**config.mk**
```make
export PLATFORM = sky130hd
export DESIGN_NAME = mc_ctrl
export DESIGN_NICKNAME = d
export VERILOG_FILES = /design/src/rtl/mc_ctrl.sv
export SDC_FILE = /design/constraint.sdc
export NUM_CORES = 1
export LEC_CHECK = 0
export ABC_AREA = 1
export CORE_ASPECT_RATIO = 1.5
export CORE_MARGIN = 3
export CORE_UTILIZATION = 47
export CTS_BUF_LIST = sky130_fd_sc_hd__clkbuf_16
export DETAILED_ROUTE_END_ITERATION = 6
export GPL_ROUTABILITY_DRIVEN = 0
export PLACE_DENSITY = 0.81
export SYNTH_ARGS = -nofsm -noshare
export SYNTH_HDL_FRONTEND = slang
export SYNTH_SLANG_ARGS = --single-unit
```
**constraint.sdc**
```tcl
create_clock -name clk -period 2.89 [get_ports clk]
set_input_delay 0.578 -clock clk [delete_from_list [all_inputs] [get_ports clk]]
set_output_delay 0.578 -clock clk [all_outputs]
set_load 0.01 [all_outputs]
```
**src/rtl/mc_ctrl.sv**
```systemverilog
// mc_ctrl: multi-cycle control FSM for the MIPS core.
//
// This block consumes the instruction that the IFU fetched and that is
// now held in the IR. It steers the IFU next-PC controls and drives the
// register-file, extender, ALU and data-memory strobes. It also keeps a
// retired-instruction counter and a sticky illegal-instruction flag.
//
// Ports:
//   clk      in   system clock, all state updates on the rising edge
//   reset    in   asynchronous active-high reset
//   inst     in   [31:0] current instruction held in the IR
//   zero     in   ALU result == 0, valid while in EXEC
//   ir_we    out  load the IR from the IFU
//   pc_we    out  IFU PC update enable
//   npc_sel  out  [1:0] 00 PC+4, 01 branch-relative, 10 jump target, 11 GPR[rs]
//   reg_we   out  GPR write enable
//   reg_dst  out  [1:0] 0 rt, 1 rd, 2 $31
//   wd_sel   out  [1:0] 0 ALU, 1 DM, 2 PC+4
//   alu_src  out  0 GPR[rt], 1 extended immediate
//   ext_op   out  [1:0] 0 zero-extend, 1 sign-extend, 2 imm16<<16
//   alu_op   out  [1:0] 0 add, 1 sub, 2 or
//   mem_we   out  DM write enable
//   illegal  out  sticky undefined-instruction flag
//   retired  out  [CNT_W-1:0] number of completed instructions
//   state    out  [2:0] current FSM state, for debug
module mc_ctrl #(
  parameter int CNT_W = 32
) (
  input  logic             clk,
  input  logic             reset,
  input  logic [31:0]      inst,
  input  logic             zero,
  output logic             ir_we,
  output logic             pc_we,
  output logic [1:0]       npc_sel,
  output logic             reg_we,
  output logic [1:0]       reg_dst,
  output logic [1:0]       wd_sel,
  output logic             alu_src,
  output logic [1:0]       ext_op,
  output logic [1:0]       alu_op,
  output logic             mem_we,
  output logic             illegal,
  output logic [CNT_W-1:0] retired,
  output logic [2:0]       state
);

  typedef enum logic [2:0] {
    FETCH  = 3'd0,
    DECODE = 3'd1,
    EXEC   = 3'd2,
    MEM    = 3'd3,
    WB     = 3'd4
  } state_t;

  localparam logic [1:0] NPC_NORM  = 2'b00;
  localparam logic [1:0] NPC_REL   = 2'b01;
  localparam logic [1:0] NPC_IRREL = 2'b10;
  localparam logic [1:0] NPC_REG   = 2'b11;

  localparam logic [1:0] EXT_ZERO = 2'd0;
  localparam logic [1:0] EXT_SIGN = 2'd1;
  localparam logic [1:0] EXT_LUI  = 2'd2;

  localparam logic [1:0] ALU_ADD = 2'd0;
  localparam logic [1:0] ALU_SUB = 2'd1;
  localparam logic [1:0] ALU_OR  = 2'd2;

  state_t           state_q;
  state_t           state_d;
  logic             illegal_q;
  logic [CNT_W-1:0] retired_q;

  logic [5:0] opcode;
  logic [5:0] funct;
  logic isNop, isRtype, isAddu, isSubu, isJr;
  logic isOri, isLui, isLw, isSw, isBeq, isJ, isJal;
  logic isLegal;

  logic       irWe, pcWe, regWe, memWe, aluSrc;
  logic [1:0] npcSel, regDst, wdSel, extOp, aluOp;
  logic       skipIllegal;

  logic       aluSrcInst;
  logic [1:0] extOpInst, aluOpInst;

  // Instruction decode from the held IR. The all-zero word is a nop and
  // must not be taken as an R-type with funct 0.
  always_comb begin
    opcode  = inst[31:26];
    funct   = inst[5:0];
    isNop   = (inst == 32'h0000_0000);
    isRtype = (opcode == 6'h00) && !isNop;
    isAddu  = isRtype && (funct == 6'h21);
    isSubu  = isRtype && (funct == 6'h23);
    isJr    = isRtype && (funct == 6'h08);
    isOri   = (opcode == 6'h0d);
    isLui   = (opcode == 6'h0f);
    isLw    = (opcode == 6'h23);
    isSw    = (opcode == 6'h2b);
    isBeq   = (opcode == 6'h04);
    isJ     = (opcode == 6'h02);
    isJal   = (opcode == 6'h03);
    isLegal = isNop | isAddu | isSubu | isJr | isOri | isLui |
              isLw | isSw | isBeq | isJ | isJal;
  end

  // ALU/extender controls for the current instruction. These are applied
  // in EXEC and held unchanged through MEM and WB so the datapath result
  // stays stable until it is consumed.
  always_comb begin
    aluSrcInst = 1'b0;
    extOpInst  = EXT_ZERO;
    aluOpInst  = ALU_ADD;
    if (isBeq || isSubu) begin
      aluOpInst = ALU_SUB;
    end else if (isOri) begin
      aluSrcInst = 1'b1;
      extOpInst  = EXT_ZERO;
      aluOpInst  = ALU_OR;
    end else if (isLui) begin
      aluSrcInst = 1'b1;
      extOpInst  = EXT_LUI;
      aluOpInst  = ALU_OR;
    end else if (isLw || isSw) begin
      aluSrcInst = 1'b1;
      extOpInst  = EXT_SIGN;
      aluOpInst  = ALU_ADD;
    end
  end

  // Next-state and raw (ungated) output decode. Every select defaults to
  // zero so it only carries a value in the states that actually use it.
  always_comb begin
    state_d     = FETCH;
    irWe        = 1'b0;
    pcWe        = 1'b0;
    npcSel      = NPC_NORM;
    regWe       = 1'b0;
    regDst      = 2'd0;
    wdSel       = 2'd0;
    aluSrc      = 1'b0;
    extOp       = EXT_ZERO;
    aluOp       = ALU_ADD;
    memWe       = 1'b0;
    skipIllegal = 1'b0;

    case (state_q)
      FETCH: begin
        irWe    = 1'b1;
        state_d = DECODE;
      end

      DECODE: begin
        if (isJ) begin
          pcWe   = 1'b1;
          npcSel = NPC_IRREL;
        end else if (isJal) begin
          // Link value is the old PC+4, written on the same edge the PC moves.
          pcWe   = 1'b1;
          npcSel = NPC_IRREL;
          regWe  = 1'b1;
          regDst = 2'd2;
          wdSel  = 2'd2;
        end else if (isJr) begin
          pcWe   = 1'b1;
          npcSel = NPC_REG;
        end else if (isNop) begin
          pcWe   = 1'b1;
          npcSel = NPC_NORM;
        end else if (!isLegal) begin
          // Undefined encodings are skipped: PC advances but nothing retires.
          pcWe        = 1'b1;
          npcSel      = NPC_NORM;
          skipIllegal = 1'b1;
        end else begin
          state_d = EXEC;
        end
      end

      EXEC: begin
        if (isBeq) begin
          aluSrc  = aluSrcInst;
          extOp   = extOpInst;
          aluOp   = aluOpInst;
          pcWe    = 1'b1;
          npcSel  = zero ? NPC_REL : NPC_NORM;
          state_d = FETCH;
        end else if (isAddu || isSubu || isOri || isLui) begin
          aluSrc  = aluSrcInst;
          extOp   = extOpInst;
          aluOp   = aluOpInst;
          state_d = WB;
        end else if (isLw || isSw) begin
          aluSrc  = aluSrcInst;
          extOp   = extOpInst;
          aluOp   = aluOpInst;
          state_d = MEM;
        end else begin
          state_d = FETCH;
        end
      end

      MEM: begin
        aluSrc = aluSrcInst;
        extOp  = extOpInst;
        aluOp  = aluOpInst;
        if (isSw) begin
          memWe   = 1'b1;
          pcWe    = 1'b1;
          npcSel  = NPC_NORM;
          state_d = FETCH;
        end else if (isLw) begin
          state_d = WB;
        end else begin
          state_d = FETCH;
        end
      end

      WB: begin
        aluSrc  = aluSrcInst;
        extOp   = extOpInst;
        aluOp   = aluOpInst;
        regWe   = 1'b1;
        pcWe    = 1'b1;
        npcSel  = NPC_NORM;
        regDst  = isRtype ? 2'd1 : 2'd0;
        wdSel   = isLw ? 2'd1 : 2'd0;
        state_d = FETCH;
      end

      default: begin
        state_d = FETCH;
      end
    endcase
  end

  // Architectural state: FSM register, sticky illegal flag and the
  // retired counter, which counts every PC update except illegal skips.
  always_ff @(posedge clk or posedge reset) begin
    if (reset) begin
      state_q   <= FETCH;
      illegal_q <= 1'b0;
      retired_q <= '0;
    end else begin
      state_q <= state_d;
      if (skipIllegal) begin
        illegal_q <= 1'b1;
      end
      if (pcWe && !skipIllegal) begin
        retired_q <= retired_q + CNT_W'(1);
      end
    end
  end

  // Reset forces every strobe and select low so an aborted instruction
  // cannot write anything, even though FETCH would otherwise assert ir_we.
  assign ir_we   = irWe  & ~reset;
  assign pc_we   = pcWe  & ~reset;
  assign reg_we  = regWe & ~reset;
  assign mem_we  = memWe & ~reset;
  assign alu_src = aluSrc & ~reset;
  assign npc_sel = reset ? 2'd0 : npcSel;
  assign reg_dst = reset ? 2'd0 : regDst;
  assign wd_sel  = reset ? 2'd0 : wdSel;
  assign ext_op  = reset ? 2'd0 : extOp;
  assign alu_op  = reset ? 2'd0 : aluOp;

  assign illegal = illegal_q;
  assign retired = retired_q;
  assign state   = state_q;

endmodule

```
# After elaboration in Yosys (flattened, before gate mapping)
# Cells that the tools add are included.
totals:
  regBits: 36
  out_inout_bits: 51
  inputBits: 35
  elab_cells: 119
classes:
  eq_ne: 14
  reduce_logical: 16
  addsub: 1
  muxes: 69
  bitwise_logic: 16
op_table:
  columns: ["operator", "count"]
  rows:
  - ["two-way mux 2 bit", 28]
  - ["adder 32 x 1 -> 32 bit, second input constant", 1]
  - ["zero test 32 bit", 1]
  - ["two-way mux 1 bit", 28]
  - ["== test 6 bit, second input constant", 4]
  - ["one-hot mux 2 bit (2 select lines)", 5]
  - ["== test 6 x 4 -> 1 bit, second input constant", 3]
  - ["== test 6 x 2 -> 1 bit, second input constant", 2]
  - ["two-way mux 3 bit", 4]
  - ["one-hot mux 3 bit (4 select lines)", 1]
  - ["OR 1 bit", 10]
  - ["== test 3 x 2 -> 1 bit, second input constant", 2]
  - ["== test 6 x 3 -> 1 bit, second input constant", 1]
  - ["zero test 6 bit", 1]
  - ["AND 1 bit", 5]
  - ["logical AND 1 bit", 5]
  - ["logical OR 1 bit", 5]
  - ["one-hot mux 1 bit (2 select lines)", 2]
  - ["one-hot mux 1 bit (4 select lines)", 1]
  - ["== test 3 x 1 -> 1 bit, second input constant", 1]
  - ["== test 3 bit, second input constant", 1]
  - ["zero test 3 bit", 1]
  - ["zero test 1 bit", 2]
  - ["OR reduction 2 bit", 1]
  - ["inverter 1 bit", 1]

# Longest topological paths before layout
# Gate-level depths: netlist (run 1).
depth:
  word_depth: 22
  mapped_depth: 14
  depth_no_buf: 13

# Least setup slack after synthesis (run 1)
# OpenSTA, ideal clock, no wires.
synth_path:
  kind: "in2out"
  from: "input reset"
  to: "output reg_we"
  stages: 5
  t_required_ns: 2.312
  path_slack_ns: -0.102
  arrival_time_ns: 2.414
  path_buffers: 1
  path_cell_list: "clkbuf_1 > inv_1 > nand2_1 > nor4_1 > o21bai_1"
synth_between:
  elab_chain_len: 2
synth_rtl:
  columns: ["item", "line", "source"]
  rows:
  - ["from (decl)", "30", "input logic reset,"]
  - ["inverter 1 bit", "260", "assign reg_we = regWe & ~reset;"]
  - ["AND 1 bit", "260", null]
  - ["to (decl)", "36", "output logic reg_we,"]
# No other way between the ends.

# Worst setup path in the final report (run 1)
layout_path:
  from: "input inst[26]"
  to: "output alu_op[1]"
layout_between:
  elab_chain_len: 11
  word_cells_on_any_way: 24
  classes_between: "eq/ne (5); mux (8); reduce/logical (11)"
layout_rtl:
  columns: ["item", "line", "source"]
  rows:
  - ["from (decl)", "31", "input logic [31:0] inst,"]
  - ["zero test 32 bit", "92", "isNop = (inst == 32'h0000_0000);"]
  - ["zero test 1 bit", "93", "isRtype = (opcode == 6'h00) && !isNop;"]
  - ["logical AND 1 bit", "93", null]
  - ["logical AND 1 bit, on equally long branches", "95, 94", null]
  - ["logical OR 1 bit, on equally long branches", "115, 189", null]
  - ["two-way mux 2 bit / logical OR 1 bit (equally long branches)", "115, 189", null]
  - ["two-way mux 2 bit / logical OR 1 bit (equally long branches)", "194, 189", null]
  - ["two-way mux 2 bit", "189", "end else if (isAddu || isSubu || isOri || isLui) begin"]
  - ["two-way mux 2 bit", "182", "if (isBeq) begin"]
  - ["one-hot mux 2 bit (2 select lines) *", "148", "case (state_q)"]
  - ["two-way mux 2 bit *", "267", "assign alu_op = reset ? 2'd0 : aluOp;"]
  - ["to (decl)", "41", "output logic [1:0] alu_op,"]
# Mark *: on every way between the ends. The rest lies on a longest branch, timed or not.

==> metrics.md, run 1 <==
| Metric | Value |
|---|---|
| Outcome | `finished clean` |
| Core occupancy in the finished layout | `0.723` |
| Area of the die | `0.00679 mm²` |
| Leakage | `0.00202 µW` |
| Number of logic stages on the critical path including buffering | `6` |
| Total half-perimeter wirelength after legalization and detailed placement | `6500 µm` |
| Final-report setup violation count | `0` |
| Count of boundary I/O pins | `86` |
| Area delta synth->final | `46.1%` |
| Width of the die | `68.3 µm` |
| Reg2Reg Depth | `10` |
| Critical path buffers and inverters | `4` |
| Slowest Stage Delay on Critical Path | `570 ps` |
| Overall routed net length | `8310 µm` |
| Final net count | `565` |
| Critical path startpoint category | `input port` |
| Detailed-route via count | `3,214` |
| Gate count of the mapped netlist | `421` |
| Placement Rows | `33` |
| Top post-synthesis cells by area | `sky130_fd_sc_hd__dfrtp_1, sky130_fd_sc_hd__nand2_1, sky130_fd_sc_hd__nand3_1` |
| EDFF count, synth | `0` |
| MaxCap Viol Count | `0` |
| Compound-cell area share of the yosys netlist | `0.0215` |
| Final Cycle Share | `0.972` |
| Family with the most delay on the worst path | `buffers and inverters` |
| Worst Hold Depth | `2` |
| Final Total Pwr | `1750 µW` |
| Most instantiated flip-flop cell in the synthesis netlist | `sky130_fd_sc_hd__dfrtp_1` |
| Part of the Yosys area used for sequential elements | `0.329` |
| Crit Path Category | `input port to output port` |
| Fraction of power spent switching nets | `0.372` |
| Initial antenna violation count | `0` |
| Synth cell count leaders | `sky130_fd_sc_hd__nand2_1, sky130_fd_sc_hd__inv_1, sky130_fd_sc_hd__nor2_1` |
| Root Buffer Master | `sky130_fd_sc_hd__clkbuf_16` |
| Net count after synthesis | `457` |
| RSZ-0062 raised after global routing | `true` |
| Hold path startpoint | `illegal` |
| Clock edge transition at the registers on the reported setup and hold paths | `50 ps` |
| Most frequent cell after synthesis | `sky130_fd_sc_hd__nand2_1` |
| Required time reported for the critical path endpoint | `2310 ps` |
| Maximum number of pins on one net before global-route repair | `33` |
| Average size of a mapped cell | `6.50 µm²` |
| Routed length per instance | `13.9 µm` |
| Master of the slowest instance on the critical path | `sky130_fd_sc_hd__clkdlybuf4s50_1` |
| Clock tree from TritonCTS | `done` |
| Clock network latency to the later pin of the worst-skew pair | `280 ps` |
| R2R Path Start | `state[2]` |
| Path type of the worst min-delay path | `register to register` |
| Upper clock frequency limit | `356 MHz` |
| Area of the core | `0.00553 mm²` |
| Iteration-0 DRC Markers | `200` |
| DR vias/cell | `5.36` |
| Layout cell share with drive strength beyond 1 | `0.117` |
| Final Skew | `6.22 ps` |
| Pre-antenna DRT Iters | `5` |
| Via count of the first global-routing pass | `3,193` |
| Library cell with the largest summed area after synthesis | `sky130_fd_sc_hd__dfrtp_1` |
| Adder-cell share of the synthesized area | `0.00457` |
| Worst path cell trace | `clkdlybuf4s50_1, inv_1, nor4_2, inv_1, nor2_1, clkdlybuf4s50_1` |
| Synthesized-area fraction occupied by and/or/nand/nor cells | `0.456` |
| Post-Synth XOR/XNOR Area | `0.0896` |
| Effective utilization at floorplan | `0.495` |
| Number of CTS-inserted buffers | `5` |
| Global router's overall resource usage | `0.268` |
| Max-slew headroom at the worst pin | `0.713` |
| Count of port buffers added during placement | `85` |
| CP max FO | `3` |
| Antenna diode count | `0` |
| Final worst path period need | `2810 ps` |
| Pins Over Slew Limit | `0` |
| Share of cell area taken by muxes after synthesis | `0` |
| Post-synth design cell area | `0.00274 mm²` |
| Net load switching power | `652 µW` |
| Final hold slack | `456 ps` |
| Count of distinct cell types in the synthesized netlist | `31` |
| Count of synthesis-stage warnings from yosys | `0` |
| Floorplan die height | `99.5 µm` |
| Part of the power in registers | `0.337` |
| Combinational share of power | `0.375` |
| Number of sinks handled by clock tree synthesis | `36` |
| Depth of the CTS H-tree | `2` |
| Worst-margin pin slew | `426 ps` |
| Worst VDD drop | `0.263 mV` |
| Hold EP | `illegal` |
| Detail Route Antenna Nets | `0` |
| Clk pwr share | `0.288` |
| Worst reg2reg setup slack | `900 ps` |
| Critical Path AT | `2230 ps` |
| Internal power | `1100 µW` |
| Power per Cell Area | `438 mW/mm²` |
| Endpoint kind of the worst setup timing path | `output port` |
| Yosys top cell area share | `0.329` |
| Combinational family with the most area after synthesis | `simple AND/OR/NAND/NOR gates` |
| Total DRC errors in the routed layout | `0` |
| Hold Buf Count CTS | `0` |
| Share of flip-flops with an asynchronous set or reset after synthesis | `1.00` |
| Overflow after GRT | `0` |
| Post-synthesis register bit count | `36` |
| Clock Path Buffers | `2` |
| Wire length of the first global-routing pass | `14,000 µm` |
| Number of hold violations in the final report | `0` |
| Critical R2R Capture | `retired[25]` |
## power by group through the flow
| stage | clock network [µW] | registers [µW] | logic (µW) |
|---|---|---|---|
| 4_1_cts | 510 | 590 | 656 |
| 6_report | 505 | 590 | 658 |
| 5_1_grt | 534 | 599 | 728 |
| 2_1_floorplan | 0 | 599 | 412 |
| 3_5_place_dp | 0 | 596 | 657 |
| 3_3_place_gp | 0 | 596 | 648 |
## worst register-to-register path: stages (launching register included)
cell and delay [ps]:
sky130_fd_sc_hd__dfrtp_1 420, sky130_fd_sc_hd__inv_1 90, sky130_fd_sc_hd__nand2_1 130, sky130_fd_sc_hd__nor2_1 210
sky130_fd_sc_hd__nand3_1 140, sky130_fd_sc_hd__nor3b_1 170, sky130_fd_sc_hd__buf_4 140, sky130_fd_sc_hd__nand2_2 150
sky130_fd_sc_hd__nand2_4 230, sky130_fd_sc_hd__nand2_1 140, sky130_fd_sc_hd__nand2_1 60
## state kept, by name, summed over array words and instances (netlist names)
register and flops:
illegal 1, state 3, retired 32
## final cells by class
class | count | area (µm²)
well taps | 70 | 87.6
clock buffers | 5 | 125
clock inverters | 3 | 11.3
inverters | 52 | 199
flip-flops and latches | 36 | 901
repair buffers | 112 | 1050
multi-input cells | 322 | 1630
fillers | 481 | 1540
## timing repair
item | in CTS | in global routing
gates resized for setup | 11 | 21
buffers inserted | 0 | 1
pin swaps | 0 | 2
cloned | 0 | 0
endpoints found under the setup margin | 11 | 10
## how the worst max path moves through the flow
stage | endpoint | slack (ps) | from
after global routing | alu_op[1] | -60 | inst[26]
after global placement | ext_op[1] | -210 | inst[26]
final | alu_op[1] | 80 | inst[26]
after CTS | reg_we | 3 | inst[27]
after detailed placement | pc_we | -240 | inst[29]
after floorplan | reg_we | 250 | reset
## kinds of logic after synthesis
| group | after synthesis |
|---|---|
| AOI/OAI and AO/OA | 10 |
| xor gates and xnor gates | 28 |
| adders and majority gates | 1 |
| buffers and inverters | 63 |
| DFF | 36 |
| and+or+nand+nor | 283 |
## per-stage QoR
step | TNS, ps | cell area, µm² | worst slack (ps) | cells
after floorplan | 0 | 2740 | 251 | 421
after global placement | -1140 | 3800 | -206 | 591
after detailed placement | -1230 | 3800 | -239 | 591
after CTS | 0 | 3940 | 2.59 | 599
after global routing | -125 | 4000 | -61.5 | 600
final | 0 | 4000 | 81.0 | 600
## per-layer routing
layer / vias up / routed length (µm) / global-route usage / part of all wire
met5: - / 0 / 0 / 0
met4: 0 / 361 / 0.144 / 0.043
met3: 42 / 583 / 0.0746 / 0.070
met2: 167 / 4390 / 0.467 / 0.53
met1: 1456 / 2980 / 0.279 / 0.36
li1: 1549 / - / - / -
## layout by cell type (no fill, tap or decap), types with 2 or more instances in the layout
master / n
sky130_fd_sc_hd__nor4_1: 5
sky130_fd_sc_hd__inv_1: 47
sky130_fd_sc_hd__nor3_2: 4
sky130_fd_sc_hd__dfrtp_1: 36
sky130_fd_sc_hd__nor4_2: 2
sky130_fd_sc_hd__nor3_1: 14
sky130_fd_sc_hd__inv_2: 6
sky130_fd_sc_hd__nor2_2: 4
sky130_fd_sc_hd__o21ai_1: 2
sky130_fd_sc_hd__buf_4: 27
sky130_fd_sc_hd__clkdlybuf4s50_1: 72
sky130_fd_sc_hd__clkbuf_16: 5
sky130_fd_sc_hd__nand3b_1: 2
sky130_fd_sc_hd__xnor2_1: 8
sky130_fd_sc_hd__clkbuf_2: 2
sky130_fd_sc_hd__xor2_1: 20
sky130_fd_sc_hd__a21oi_1: 3
sky130_fd_sc_hd__nand3_1: 44
sky130_fd_sc_hd__nand4_1: 10
sky130_fd_sc_hd__dlymetal6s2s_1: 5
sky130_fd_sc_hd__dlygate4sd2_1: 6
sky130_fd_sc_hd__nor2_1: 44
sky130_fd_sc_hd__nand2_1: 141
sky130_fd_sc_hd__nand2_2: 6
Note: power is estimated with default switching activity, not from simulation.
==> run 2, diff against run 1 <==
==> config.mk (replaced) <==
export PLATFORM = sky130hd
export DESIGN_NAME = mc_ctrl
export DESIGN_NICKNAME = d
export VERILOG_FILES = /design/src/rtl/mc_ctrl.sv
export SDC_FILE = /design/constraint.sdc
export NUM_CORES = 1
export LEC_CHECK = 0
export ABC_AREA = 1
export CAP_MARGIN = 25
export CELL_PAD_IN_SITES_DETAIL_PLACEMENT = 0
export CELL_PAD_IN_SITES_GLOBAL_PLACEMENT = 1
export CORE_ASPECT_RATIO = 1.5
export CORE_MARGIN = 3
export CORE_UTILIZATION = 33
export CTS_BUF_LIST = sky130_fd_sc_hd__clkbuf_4 sky130_fd_sc_hd__clkbuf_8
export DETAILED_ROUTE_END_ITERATION = 6
export GPL_ROUTABILITY_DRIVEN = 0
export PLACE_DENSITY_LB_ADDON = 0.1
export SYNTH_ARGS = -nofsm -noshare
export SYNTH_HDL_FRONTEND = slang
export SYNTH_SLANG_ARGS = --single-unit
==> run 2 against run 1 <==
  * Non-clock buffer count is 1 higher
  * Clock-buffer cell count stayed put
  * Combinational power is 5.3% higher
  * Maximum frequency is 0.98% higher
  * Clock skew is 1.8 ps higher
  * Global-route usage is 6.9 points lower
  * Utilization is 22 points lower
  * Critical path depth stayed put
  * Sequential share of layout area is 0.15 points lower
  * First-iteration DRC count is 44% lower
  * Clock power is 11% lower
  * Largest cell class unchanged
==> metrics.md, run 2 (synthesis gave the netlist of run 1 again) <==
| Metric | Value |
|---|---|
| Final net count | `566 (was 565)` |
| CP max FO | `4 (was 3)` |
| Root Buffer Master | `sky130_fd_sc_hd__clkbuf_8 (was sky130_fd_sc_hd__clkbuf_16)` |
| Number of CTS-inserted buffers | `5 (unchanged)` |
| Critical Path AT | `2200 ps (was 2230 ps)` |
| Final-report setup violation count | `0 (unchanged)` |
| Endpoint kind of the worst setup timing path | `output port (unchanged)` |
| Wire length of the first global-routing pass | `14,800 µm (was 14,000 µm)` |
| Detail Route Antenna Nets | `0 (unchanged)` |
| Count of boundary I/O pins | `86 (unchanged)` |
| Maximum number of pins on one net before global-route repair | `37 (was 33)` |
| Clock Path Buffers | `2 (unchanged)` |
| Combinational share of power | `0.401 (was 0.375)` |
| Part of the power in registers | `0.340 (was 0.337)` |
| Total half-perimeter wirelength after legalization and detailed placement | `7040 µm (was 6500 µm)` |
| Final hold slack | `483 ps (was 456 ps)` |
| Placement Rows | `40 (was 33)` |
| Global router's overall resource usage | `0.199 (was 0.268)` |
| Highest-count cells in the layout ignoring fill and taps | `sky130_fd_sc_hd__nand2_1, sky130_fd_sc_hd__clkdlybuf4s50_1, sky130_fd_sc_hd__inv_1, sky130_fd_sc_hd__nand3_1, sky130_fd_sc_hd__nor2_1 (was sky130_fd_sc_hd__nand2_1, sky130_fd_sc_hd__clkdlybuf4s50_1, sky130_fd_sc_hd__inv_1)` |
| Worst VDD drop | `0.282 mV (was 0.263 mV)` |
| Max-slew headroom at the worst pin | `0.626 (was 0.713)` |
| DR vias/cell | `4.82 (was 5.36)` |
| Total DRC errors in the routed layout | `0 (unchanged)` |
| Core occupancy in the finished layout | `0.499 (was 0.723)` |
| Setup bufs post-CTS | `0 (unchanged)` |
| Largest register FFs | `32 (unchanged)` |
| MaxCap Viol Count | `0 (unchanged)` |
| Floorplan die height | `118 µm (was 99.5 µm)` |
| Power per Cell Area | `430 mW/mm² (was 438 mW/mm²)` |
| Final worst path period need | `2780 ps (was 2810 ps)` |
| Count of port buffers added during placement | `85 (unchanged)` |
| Leakage | `0.00197 µW (was 0.00202 µW)` |
| Worst-margin pin slew | `556 ps (was 426 ps)` |
| Outcome | `finished clean (unchanged)` |
| Number of hold violations in the final report | `0 (unchanged)` |
| Pre-antenna DRT Iters | `4 (was 5)` |
| Crit Path Category | `input port to output port (unchanged)` |
| Critical path startpoint category | `input port (unchanged)` |
| Depth of the CTS H-tree | `2 (unchanged)` |
| Final Cycle Share | `0.963 (was 0.972)` |
| Iteration-0 DRC Markers | `113 (was 200)` |
| Upper clock frequency limit | `360 MHz (was 356 MHz)` |
| Final Total Pwr | `1730 µW (was 1750 µW)` |
| Clock edge transition at the registers on the reported setup and hold paths | `70 ps (was 50 ps)` |
| Detailed-route via count | `3,065 (was 3,214)` |
| Overflow after GRT | `0 (unchanged)` |
| Required time reported for the critical path endpoint | `2310 ps (about the same)` |
| Clk pwr share | `0.259 (was 0.288)` |
| Pins Over Slew Limit | `0 (unchanged)` |
| Most frequent standard cell in the layout excluding fill and tap cells | `sky130_fd_sc_hd__nand2_1 (unchanged)` |
| Effective utilization at floorplan | `0.340 (was 0.495)` |
| Layout cell share with drive strength beyond 1 | `0.132 (was 0.117)` |
| Internal power | `1060 µW (was 1100 µW)` |
| Clock tree from TritonCTS | `done (unchanged)` |
| Width of the die | `80.4 µm (was 68.3 µm)` |
| Final Skew | `8.00 ps (was 6.22 ps)` |
| Net load switching power | `665 µW (was 652 µW)` |
| Clock network latency to the later pin of the worst-skew pair | `300 ps (was 280 ps)` |
| Initial antenna violation count | `0 (unchanged)` |
| Area of the core | `0.00806 mm² (was 0.00553 mm²)` |
| Area delta synth->final | `47.1% (was 46.1%)` |
| Via count of the first global-routing pass | `3,156 (was 3,193)` |
| Number of sinks handled by clock tree synthesis | `36 (unchanged)` |
| Antenna diode count | `0 (unchanged)` |
| Overall routed net length | `8910 µm (was 8310 µm)` |
| Area of the die | `0.00944 mm² (was 0.00679 mm²)` |
| Routed length per instance | `14.0 µm (was 13.9 µm)` |
| Fraction of power spent switching nets | `0.385 (was 0.372)` |
| RSZ-0062 raised after global routing | `false (was true)` |
| Path type of the worst min-delay path | `register to register (unchanged)` |
## run 2: changes by cell type in the layout (fill, tap and decap cells not counted), moves of 2 or more
cell,previous run,this run
sky130_fd_sc_hd__buf_12,0,2
sky130_fd_sc_hd__clkbuf_16,5,0
sky130_fd_sc_hd__clkbuf_2,2,4
sky130_fd_sc_hd__clkbuf_8,0,5
sky130_fd_sc_hd__inv_1,47,44
## run 2: power by group through the flow
stage	logic (µW)	registers (µW)	clock network (µW)
2_1_floorplan	412	599	0
3_3_place_gp	697	596	0
3_5_place_dp	700	596	0
4_1_cts	704	588	459
5_1_grt	776	597	478
6_report	693	588	449
## run 2: routing by layer
| metal | share of wire | vias to the layer above | track usage |
|---|---|---|---|
| li1 | - | 1551 | - |
| met1 | 0.36 | 1393 | 0.194 |
| met2 | 0.55 | 98 | 0.382 |
| met3 | 0.049 | 23 | 0.0352 |
| met4 | 0.040 | 0 | 0.0973 |
| met5 | 0 | - | 0 |
## run 2: final cells by class
class	count	area [µm²]
clock buffers	5	68.8
clock inverters	3	42.5
fillers	863	4030
inverters	52	199
multi-input cells	322	1610
flip-flops and latches	36	901
well taps	105	131
repair buffers	113	1070
## run 2: timing repair
| action | 4_1_cts | 5_1_grt |
|---|---|---|
| gates cloned | 0 | 0 |
| endpoints found under the setup margin | 10 | 10 |
| pin swaps | 0 | 4 |
| hold buffers | 0 | 0 |
| gates resized for setup | 15 | 22 |
| endpoints found under the hold margin | 0 | 0 |
## run 2: final timing paths
kind | end | cells past startpoint | slack, ps | start
max reg2reg | retired[10] | 10 | 910 | state[2]
min in group asynchronous | state[0] | 3 | 820 | reset
max | reg_we | 6 | 110 | inst[31]
min reg2reg | illegal | 2 | 480 | illegal
min | illegal | 2 | 480 | illegal
max in group asynchronous | retired[20] | 3 | 1710 | reset
## run 2: critical path, stage by stage
cell,delay [ps]
sky130_fd_sc_hd__clkdlybuf4s50_1,430
sky130_fd_sc_hd__inv_2,60
sky130_fd_sc_hd__nand2_2,90
sky130_fd_sc_hd__nor4_2,330
sky130_fd_sc_hd__o21bai_1,150
sky130_fd_sc_hd__clkdlybuf4s50_1,550
## run 2: stage by stage
| stage | cells | worst slack (ps) | instance area (µm²) | TNS (ps) |
|---|---|---|---|---|
| 6_report | 636 | 108 | 4020 | 0 |
| 2_1_floorplan | 421 | 251 | 2740 | 0 |
| 5_1_grt | 636 | 6.39 | 4020 | 0 |
| 4_1_cts | 636 | 2.13 | 4000 | 0 |
| 3_3_place_gp | 628 | -290 | 3880 | -1520 |
| 3_5_place_dp | 628 | -295 | 3880 | -1500 |
==> run 3, diff against run 2 <==
--- a/config.mk
+++ b/config.mk
@@ -19,3 +19,4 @@
 export SYNTH_ARGS = -nofsm -noshare
 export SYNTH_HDL_FRONTEND = slang
 export SYNTH_SLANG_ARGS = --single-unit
+export TNS_END_PERCENT = 1
==> results of run 3 <==
No change in the layout: final DEF, timing and power equal those of run 2.
Among the figures that moved: number of gates resized after CTS 15 -> 14; via count of the first global-routing pass 3156 -> 3155
